$ cat src/rtl/step_sched.sv
// Round-robin scheduler that shares one shift/scale stage among NREQ requesters.
// Define STEP_SCHED_ROUND_EN to round to nearest instead of truncating.
module step_sched #(
  parameter int NREQ = 4,
  parameter int DW   = 14
) (
  input  logic               clk,
  input  logic               rstn,
  input  logic [NREQ-1:0]    req_valid,
  input  logic [NREQ*DW-1:0] req_data,
  input  logic [NREQ*3-1:0]  req_shift,
  output logic [NREQ-1:0]    req_ready,
  output logic               out_valid,
  output logic [DW-1:0]      out_data,
  output logic [2:0]         out_id,
  input  logic               out_ready,
  output logic [15:0]        op_count
);

  localparam logic [NREQ-1:0] ONE_HOT0 = {{(NREQ-1){1'b0}}, 1'b1};

  logic [2:0]      rr_ptr_q, rr_ptr_d;
  logic            out_valid_q, out_valid_d;
  logic [DW-1:0]   out_data_q, out_data_d;
  logic [2:0]      out_id_q, out_id_d;
  logic [15:0]     op_count_q, op_count_d;

  logic [2:0]      cand [NREQ];
  logic [NREQ-1:0] valid_rot;
  logic [NREQ-1:0] grant_oh;
  logic            grant_found;
  logic [2:0]      grant_idx;
  logic            stage_free;
  logic            accept;
  logic [DW-1:0]   sel_data;
  logic [2:0]      sel_shift;
  logic [DW-1:0]   result;

  // Candidate at offset gi from the round-robin pointer, wrapped into 0..NREQ-1.
  genvar gi;
  for (gi = 0; gi < NREQ; gi++) begin : g_rot
    logic [3:0] sum;
    assign sum           = {1'b0, rr_ptr_q} + 4'(gi);
    assign cand[gi]      = (sum >= 4'(NREQ)) ? 3'(sum - 4'(NREQ)) : sum[2:0];
    assign valid_rot[gi] = |(req_valid & (ONE_HOT0 << cand[gi]));
  end

  always_comb begin
    grant_found = 1'b0;
    grant_idx   = 3'd0;
    for (int k = NREQ - 1; k >= 0; k--) begin
      if (valid_rot[k]) begin
        grant_found = 1'b1;
        grant_idx   = cand[k];
      end
    end
  end

  assign stage_free = !out_valid_q || out_ready;
  assign accept     = rstn && stage_free && grant_found;

  for (gi = 0; gi < NREQ; gi++) begin : g_grant
    assign grant_oh[gi] = accept && (grant_idx == 3'(gi));
  end
  assign req_ready = grant_oh;

  always_comb begin
    sel_data  = '0;
    sel_shift = '0;
    for (int i = 0; i < NREQ; i++) begin
      if (grant_oh[i]) begin
        sel_data  = sel_data  | req_data[i*DW +: DW];
        sel_shift = sel_shift | req_shift[i*3 +: 3];
      end
    end
  end

`ifdef STEP_SCHED_ROUND_EN
  // Bias is half an LSB of the shifted result; (1<<0)>>1 gives zero bias for shift 0.
  localparam logic [DW:0] ONE_W = {{DW{1'b0}}, 1'b1};
  logic [DW:0] round_sum;
  logic [DW:0] round_shr;
  assign round_sum = {1'b0, sel_data} + ((ONE_W << sel_shift) >> 1);
  assign round_shr = round_sum >> sel_shift;
  assign result    = round_shr[DW] ? '1 : round_shr[DW-1:0];
`else
  assign result = sel_data >> sel_shift;
`endif

  always_comb begin
    rr_ptr_d    = rr_ptr_q;
    out_valid_d = out_valid_q;
    out_data_d  = out_data_q;
    out_id_d    = out_id_q;
    op_count_d  = op_count_q;
    if (accept) begin
      out_valid_d = 1'b1;
      out_data_d  = result;
      out_id_d    = grant_idx;
      rr_ptr_d    = (4'({1'b0, grant_idx}) + 4'd1 == 4'(NREQ)) ? 3'd0 : grant_idx + 3'd1;
      op_count_d  = (op_count_q == 16'hFFFF) ? op_count_q : op_count_q + 16'd1;
    end else if (out_ready) begin
      out_valid_d = 1'b0;
    end
  end

  always_ff @(posedge clk or negedge rstn) begin
    if (!rstn) begin
      rr_ptr_q    <= 3'd0;
      out_valid_q <= 1'b0;
      out_data_q  <= '0;
      out_id_q    <= 3'd0;
      op_count_q  <= 16'd0;
    end else begin
      rr_ptr_q    <= rr_ptr_d;
      out_valid_q <= out_valid_d;
      out_data_q  <= out_data_d;
      out_id_q    <= out_id_d;
      op_count_q  <= op_count_d;
    end
  end

  assign out_valid = out_valid_q;
  assign out_data  = out_data_q;
  assign out_id    = out_id_q;
  assign op_count  = op_count_q;

endmodule

$ cat config.mk
export PLATFORM = sky130hd
export DESIGN_NAME = step_sched
export DESIGN_NICKNAME = d
export VERILOG_FILES = /design/src/rtl/step_sched.sv
export SDC_FILE = /design/constraint.sdc
export NUM_CORES = 1
export LEC_CHECK = 0
export ABC_AREA = 1
export BUFFER_PORTS_ARGS = -buffer_cell sky130_fd_sc_hd__buf_2
export CELL_PAD_IN_SITES_DETAIL_PLACEMENT = 0
export CELL_PAD_IN_SITES_GLOBAL_PLACEMENT = 1
export CORE_MARGIN = 3
export CORE_UTILIZATION = 38
export DETAILED_ROUTE_END_ITERATION = 8
export PLACE_DENSITY = 0.85
export SLEW_MARGIN = 20
export SYNTH_ARGS = -nofsm -noshare
export SYNTH_HDL_FRONTEND = slang
export SYNTH_SLANG_ARGS = --single-unit
export TNS_END_PERCENT = 100
$ cat constraint.sdc
create_clock -name clk -period 6.4 [get_ports clk]
set_input_delay 0.64 -clock clk [delete_from_list [all_inputs] [get_ports clk]]
set_output_delay 0.64 -clock clk [all_outputs]
set_load 0.005 [all_outputs]
# Yosys cells after proc, flatten, opt, wreduce, memory -nomap -nowiden
# Index checks and enable logic that the tools add are counted.
dict set report word_totals {
  reg_bits 37
  inputBits 75
  output_inout_bits 38
  wordCells 78
}
dict set report classes {
  add_sub_neg 10
  n_lt_le_gt_ge 4
  eq_ne 5
  shift 5
  mux 23
  n_bitwise 11
  reduce_logical 15
}
# cell n
set ops {}
lappend ops {{14-bit 2-to-1 mux} 4}
lappend ops {{14-bit OR} 3}
lappend ops {{3-bit 2-to-1 mux} 13}
lappend ops {{16-bit by 1-bit adder with 16-bit output (second input constant)} 1}
lappend ops {{4-bit bitwise AND} 4}
lappend ops {{16-bit == test (second input constant)} 1}
lappend ops {{4-bit OR reduction} 4}
lappend ops {{1-bit by 3-bit left shift with 4-bit output (first input constant)} 4}
lappend ops {{14-bit by 3-bit right shift with 14-bit output} 1}
lappend ops {{4-bit by 3-bit greater-or-equal comparator with 1-bit output (second input constant)} 3}
lappend ops {{3-bit subtractor (second input constant)} 4}
lappend ops {{3-bit OR} 3}
lappend ops {{3-bit by 1-bit adder with 4-bit output (second input constant)} 2}
lappend ops {{3-bit by 2-bit adder with 4-bit output (second input constant)} 2}
lappend ops {{3-bit by 2-bit == test with 1-bit output (second input constant)} 2}
lappend ops {{1-bit logical AND} 6}
lappend ops {{1-bit 2-to-1 mux} 6}
lappend ops {{4-bit by 3-bit == test with 1-bit output (second input constant)} 1}
lappend ops {{3-bit by 1-bit adder with 3-bit output (second input constant)} 1}
lappend ops {{3-bit by 1-bit == test with 1-bit output (second input constant)} 1}
lappend ops {{3-bit greater-or-equal comparator (second input constant)} 1}
lappend ops {{3-bit zero test} 1}
lappend ops {{2-bit AND reduction} 1}
lappend ops {{2-bit nonzero test} 1}
lappend ops {{3 further kinds} 3}

# Depth between registers and ports, before layout
dict set report depth {
  ltp_word 20
  depth_mapped 26
  mapped_depth_nobuf 25
}

# Worst setup path after synthesis
# OpenSTA, ideal clock, no wires.
dict set report synth_path {
  path_kind {register to register}
  start {register rr_ptr_q[1]}
  end {register out_data_q[1] (netlist: out_data[1])}
  arrival_ns 3.006
  required_time_ns 6.331
  path_slack_ns 3.325
  path_stages_with_launch 25
  path_buffers 2
  period_less_slack_ns 3.075
  path_cell_list {dfrtp_1 -> inv_1 -> ha_1 -> nand2_1 -> nand2_1 -> nor2_1 -> nor2_2 -> inv_1 -> nand2_1 -> o221ai_1 -> o21ai_0 -> nand2_1 -> o21a_1 -> ha_1 -> ha_1 -> buf_1 -> clkbuf_1 -> nand4_1 -> nand2_1 -> inv_1 -> nand2_1 -> nand2_1 -> nand3_1 -> nand3_1 -> nand3_1}
}
dict set report synth_via {
  elab_chain_len 20
  elab_cells_between_ends 59
  cone_classes {7 x add/sub; 4 x order compare; 3 x eq/ne; 5 x shift; 20 x mux; 10 x bitwise; 10 x reduce/logical}
}
# element line
set synth_rtl {}
lappend synth_rtl {{start: declaration} 22} ;# logic [2:0] rr_ptr_q, rr_ptr_d;
lappend synth_rtl {{start signal: assignment} 115} ;# rr_ptr_q <= rr_ptr_d;
lappend synth_rtl {{3-bit by 2-bit adder with 4-bit output} 43} ;# assign sum = {1'b0, rr_ptr_q} + 4'(gi);
lappend synth_rtl {{4-bit by 3-bit greater-or-equal comparator with 1-bit output or 3-bit subtractor (tied branches)} 44} ;# assign cand[gi] = (sum >= 4'(NREQ)) ? 3'(sum - 4'(NREQ)) : sum[2:0];
lappend synth_rtl {{3-bit 2-to-1 mux} 44}
lappend synth_rtl {{1-bit by 3-bit left shift with 4-bit output} 45} ;# assign valid_rot[gi] = |(req_valid & (ONE_HOT0 << cand[gi]));
lappend synth_rtl {{4-bit bitwise AND} 45}
lappend synth_rtl {{4-bit OR reduction} 45}
lappend synth_rtl {{3-bit 2-to-1 mux (3 in a row)} 52} ;# if (valid_rot[k]) begin
lappend synth_rtl {{3-bit 2-to-1 mux *} 52}
lappend synth_rtl {{named net grant_idx[1]} 32} ;# logic [2:0] grant_idx;
lappend synth_rtl {{(+2 left out)} -}
lappend synth_rtl {{14-bit 2-to-1 mux or 3-bit 2-to-1 mux (tied branches)} 71} ;# if (grant_oh[i]) begin
lappend synth_rtl {{14-bit OR or 3-bit OR (tied branches)} {72, 73}}
lappend synth_rtl {{14-bit 2-to-1 mux or 3-bit 2-to-1 mux (tied branches)} 71}
lappend synth_rtl {{14-bit OR or 3-bit OR (tied branches)} {72, 73}}
lappend synth_rtl {{14-bit 2-to-1 mux or 3-bit 2-to-1 mux (tied branches)} 71}
lappend synth_rtl {{14-bit OR or 3-bit OR (tied branches)} {72, 73}}
lappend synth_rtl {{14-bit 2-to-1 mux or 3-bit 2-to-1 mux (tied branches)} 71}
lappend synth_rtl {{14-bit by 3-bit right shift with 14-bit output *} 87} ;# assign result = sel_data >> sel_shift;
lappend synth_rtl {{end signal: assignment} 117} ;# out_data_q <= out_data_d;
lappend synth_rtl {{end: declaration} 24} ;# logic [DW-1:0] out_data_q, out_data_d;
# Mark *: on every way through the listed nets, which the timed path passes. The rest lies on a longest branch.
# A chain may end at the register's enable or synchronous reset.

# Worst setup path in the final report
dict set report layout_path {
  start {register rr_ptr_q[0]}
  end {output port req_ready[3]}
}
dict set report layout_via {
  elab_chain_len 12
  elab_cells_between_ends 38
  cone_classes {7 x add/sub; 4 x order compare; 1 x eq/ne; 4 x shift; 12 x mux; 4 x bitwise; 6 x reduce/logical}
}
# element line
set layout_rtl {}
lappend layout_rtl {{3-bit by 2-bit adder with 4-bit output} 43}
lappend layout_rtl {{4-bit by 3-bit greater-or-equal comparator with 1-bit output or 3-bit subtractor (tied branches)} 44}
lappend layout_rtl {{3-bit 2-to-1 mux} 44}
lappend layout_rtl {{1-bit by 3-bit left shift with 4-bit output} 45}
lappend layout_rtl {{4-bit bitwise AND} 45}
lappend layout_rtl {{4-bit OR reduction} 45}
lappend layout_rtl {{3-bit 2-to-1 mux (3 in a row)} 52}
lappend layout_rtl {{3-bit 2-to-1 mux *} 52}
lappend layout_rtl {{named net grant_idx[1]} 32}
lappend layout_rtl {{3-bit by 2-bit == test with 1-bit output *} 63} ;# assign grant_oh[gi] = accept && (grant_idx == 3'(gi));
lappend layout_rtl {{1-bit logical AND *} 63}
lappend layout_rtl {{end: declaration} 12} ;# output logic [NREQ-1:0] req_ready,
# Marked as above.

==> results.sh <==
export IMPL_track_usage_pct=18.3
export IMPL_diodes=0
export IMPL_max_slew_worst_pin_slew_ns=0.841
export IMPL_grt_max_degree=62
export IMPL_routed_wl_um=9070
export IMPL_relSlewSlack_pct=43.9
export IMPL_cts_root_buf="clkbuf_8"
export IMPL_clk_path_buf_depth=2
export IMPL_synth_warnings=0
export IMPL_fin_setup_tns_ns=0
export IMPL_start_util_pct=39.6
export IMPL_syn_to_final_growth_pct=20.1
export IMPL_yosysSeqAreaShare_pct=28.0
export IMPL_cpMostUsedCell="nand2_1"
export IMPL_synth_cell_types=35
export IMPL_port_buffers=112
export IMPL_ant_nets=0
export IMPL_vias_per_cell=5.15
export IMPL_cts_clk_slew_worst_paths_ns=0.08
export IMPL_reg2reg_to="out_data[0]"
export IMPL_synth_edf_count=0
export IMPL_setup_worst_path_end_class="output port"
export IMPL_cap_violations=0
export IMPL_place_congestion=0.837
export IMPL_ios=113
export IMPL_crit_fanout=16
export IMPL_antenna_found_initial=0
export IMPL_cts_resized_gates=0
export IMPL_finClkSkew_ns=0.00941
export IMPL_postCtsHoldBufs=0
export IMPL_grt_pass1_wl_um=14800
export IMPL_finalCritPeriodShare_pct=63.7
export IMPL_cts_setup_buffers=0
export IMPL_synthCells=481
export IMPL_seq_area_um2=926
export IMPL_drc=0
export IMPL_placed_cells=672
export IMPL_nFillCells=847
export IMPL_insertion_delay_ns=0.29
export IMPL_peakVddDrop_mv=0.129
export IMPL_drive_above_1_share_pct=26.4
export IMPL_slew_viol_final=0
export IMPL_reg2reg_from="rr_ptr_q[0]"
export IMPL_avgSynthCellArea_um2=6.87
export IMPL_fin_nets=663
export IMPL_core_area_mm2=0.00834
export IMPL_cp_arrival_ns=3.44
export IMPL_reg2reg_depth=23
export IMPL_worstHoldPathType="primary input to asynchronous set/reset pin"
export IMPL_first_iter_violations=148
export IMPL_crit_chain="inv_1, ha_1, nand2_1, nand2_1, nor2_1, nor2_2, inv_1, nand2_1, o221ai_1, o21ai_0, nand2_1, o21a_1, ha_1, ha_1, inv_1, nor2_2, buf_2"
export IMPL_path_class="register to output port"
export IMPL_powerDensity_mw_per_mm2=551
export IMPL_yosys_most_used_dff="dfrtp_1"
export IMPL_p_leak_nw=2.17
export IMPL_cts_sinks=37
export IMPL_setup_viol=0
export IMPL_period_minus_slack_ns=4.08
export IMPL_cts_htree_levels=2
export IMPL_cp_slowest_cell="ha_1"
export IMPL_ys_ff_latch=37
export IMPL_async_reset_ff_share_pct=100
export IMPL_dpl_cell_area_mm2=0.00384
export IMPL_synth_fp_nets=569
export IMPL_slowest_delay_ns=0.58
export IMPL_die_w_um=99.3
export IMPL_multi_input_area_mm2=0.00203
export IMPL_rows=33
export IMPL_num_vias=3506
export IMPL_max_freq_ghz=0.245
export IMPL_finalNonFillerCells=681
export IMPL_cts_tree="done"
export IMPL_grt_pass1_vias=3172
export IMPL_crit_required_ns=5.76
export IMPL_routedWlPerCell_um=13.3
export IMPL_status="completed"
export IMPL_die_area_mm2=0.00985
export IMPL_cts_buffers_inserted=5
export IMPL_timing_final_hold_violations=0
export IMPL_final_area_mm2=0.00397
export IMPL_syn_area_mm2=0.00330
export IMPL_fp_dieH_um=99.3
export IMPL_grt_overflow=0
export IMPL_rsz0062_at_grt="no"
export IMPL_regToRegSetupSlack_ns=2.45
export IMPL_crit_path_start_kind="register"
export IMPL_hpwl_um=7050
export IMPL_drt_first_pass_iters=4
## worst max-delay path, delay by kind of cell, from the launching register on
family	cells	cell delay, ns
AND/OR/NAND/NOR	7	0.70
AO/OA/AOI/OAI	3	0.41
buffers and inverters	4	0.50
adder cells (fa/ha/maj)	3	1.07
flip-flops	1	0.46
## synth_stat cells, types with 2 or more instances
library cell	number	area, um2
buf_2	12	60.1
nand2_1	147	552
nor2_1	23	86.3
o21ai_0	8	40.0
nand4_1	64	400
buf_4	4	30.0
inv_1	48	180
nand2_4	4	45.0
nor2_2	6	37.5
ha_1	13	163
xnor2_1	6	52.6
xor2_1	8	70.1
nor4_1	2	12.5
nor3_1	4	20.0
nand3_1	57	285
dfrtp_1	37	926
inv_2	3	11.3
nand3_4	2	35.0
buf_6	4	45.0
nor2_4	7	78.8
nand3_2	4	40.0
clkbuf_1	5	18.8
## metrics by stage
step | util, % | setup WS (ns) | total power [W] | hold slack [ns]
2_1_floorplan | - | 3.33 | 0.00167 | 0.344
3_3_place_gp | 46.1 | 2.35 | 0.00199 | 0.469
3_5_place_dp | 46.1 | 2.29 | 0.00201 | 0.468
4_1_cts | 47.2 | 2.29 | 0.00219 | 0.470
5_1_grt | 47.6 | 1.95 | 0.00243 | 0.509
6_report | 47.6 | 2.32 | 0.00218 | 0.453
## flip-flops by register name (all words and copies together), names as in the netlist
register   cells
op_count      16
out_data      14
rr_ptr_q       3
out_id         3
out_valid      1
## cell families (layout without fill, tap and decap cells)
kind of cell,after synthesis,after routing,share of synthesized area (%)
and+or+nand+nor,324,324,49.9
xor gates and xnor gates,14,14,3.71
DFF,37,37,28.0
AOI/OAI and AO/OA,15,15,2.76
adders and majority gates,13,13,4.92
buffers and inverters,78,173,10.7
## layout make-up
type	instances	area share (%)
Clock inverter	2	0.347
Multi-Input combinational cell	366	51.2
Inverter	52	4.92
Clock buffer	6	2.08
Sequential cell	37	23.3
Timing Repair Buffer	113	14.8
Tap cell	105	3.31
## worst max-delay path by stage
stage	startpoint	endpoint	slack, ns	depth (start not counted)
detailed placement	rstn	out_data[1]	2.29	14
finish	rr_ptr_q[0]	req_ready[3]	2.32	17
global placement	rstn	req_ready[2]	2.35	8
CTS	rstn	req_ready[2]	2.29	8
global route	rr_ptr_q[0]	req_ready[3]	1.95	16
floorplan	rr_ptr_q[1]	out_data[1]	3.33	24
## where the power goes
part | internal (W) | switching, W | leakage [nW] | total, W
Sequential | 0.000327 | 0.0000707 | 0.468 | 0.000398
Combinational | 0.000532 | 0.00108 | 1.66 | 0.00161
Clock | 0.0000873 | 0.0000854 | 0.0512 | 0.000173
Total | 0.000947 | 0.00124 | 2.17 | 0.00218
## metal layers
metal | global-route usage, % | up-vias | part of all wire (%)
li1 | - | 1792 | -
met1 | 24.4 | 1555 | 45
met2 | 29.2 | 141 | 45
met3 | 3.65 | 18 | 7.4
met4 | 6.72 | 0 | 2.5
met5 | 0 | - | 0
## cell usage in the layout, fill, tap and decap left out
cell,Yosys,final
nand2_1,147,147
buf_2,12,112
nand4_1,64,64
nand3_1,57,57
inv_1,48,48
dfrtp_1,37,37
nor2_1,23,23
ha_1,13,13
o21ai_0,8,8
nor2_4,7,8
xor2_1,8,8
xnor2_1,6,6
clkbuf_8,0,6
nor2_2,6,5
nand2_4,4,4
nor3_1,4,4
nand3_2,4,4
inv_2,3,3
nor4_1,2,2
nand3_4,2,2
nand4_2,1,1
nand2_2,1,1
o21ai_1,1,1
a21oi_1,1,1
o221ai_1,1,1
o21a_1,1,1
nor3_4,1,1
o31ai_1,1,1
nand4_4,1,1
a22o_1,1,1
a21oi_2,1,1
clkinv_1,1,1
clkinv_4,0,1
clkinv_2,0,1
buf_16,0,1
(Power assumes the default switching activity.)
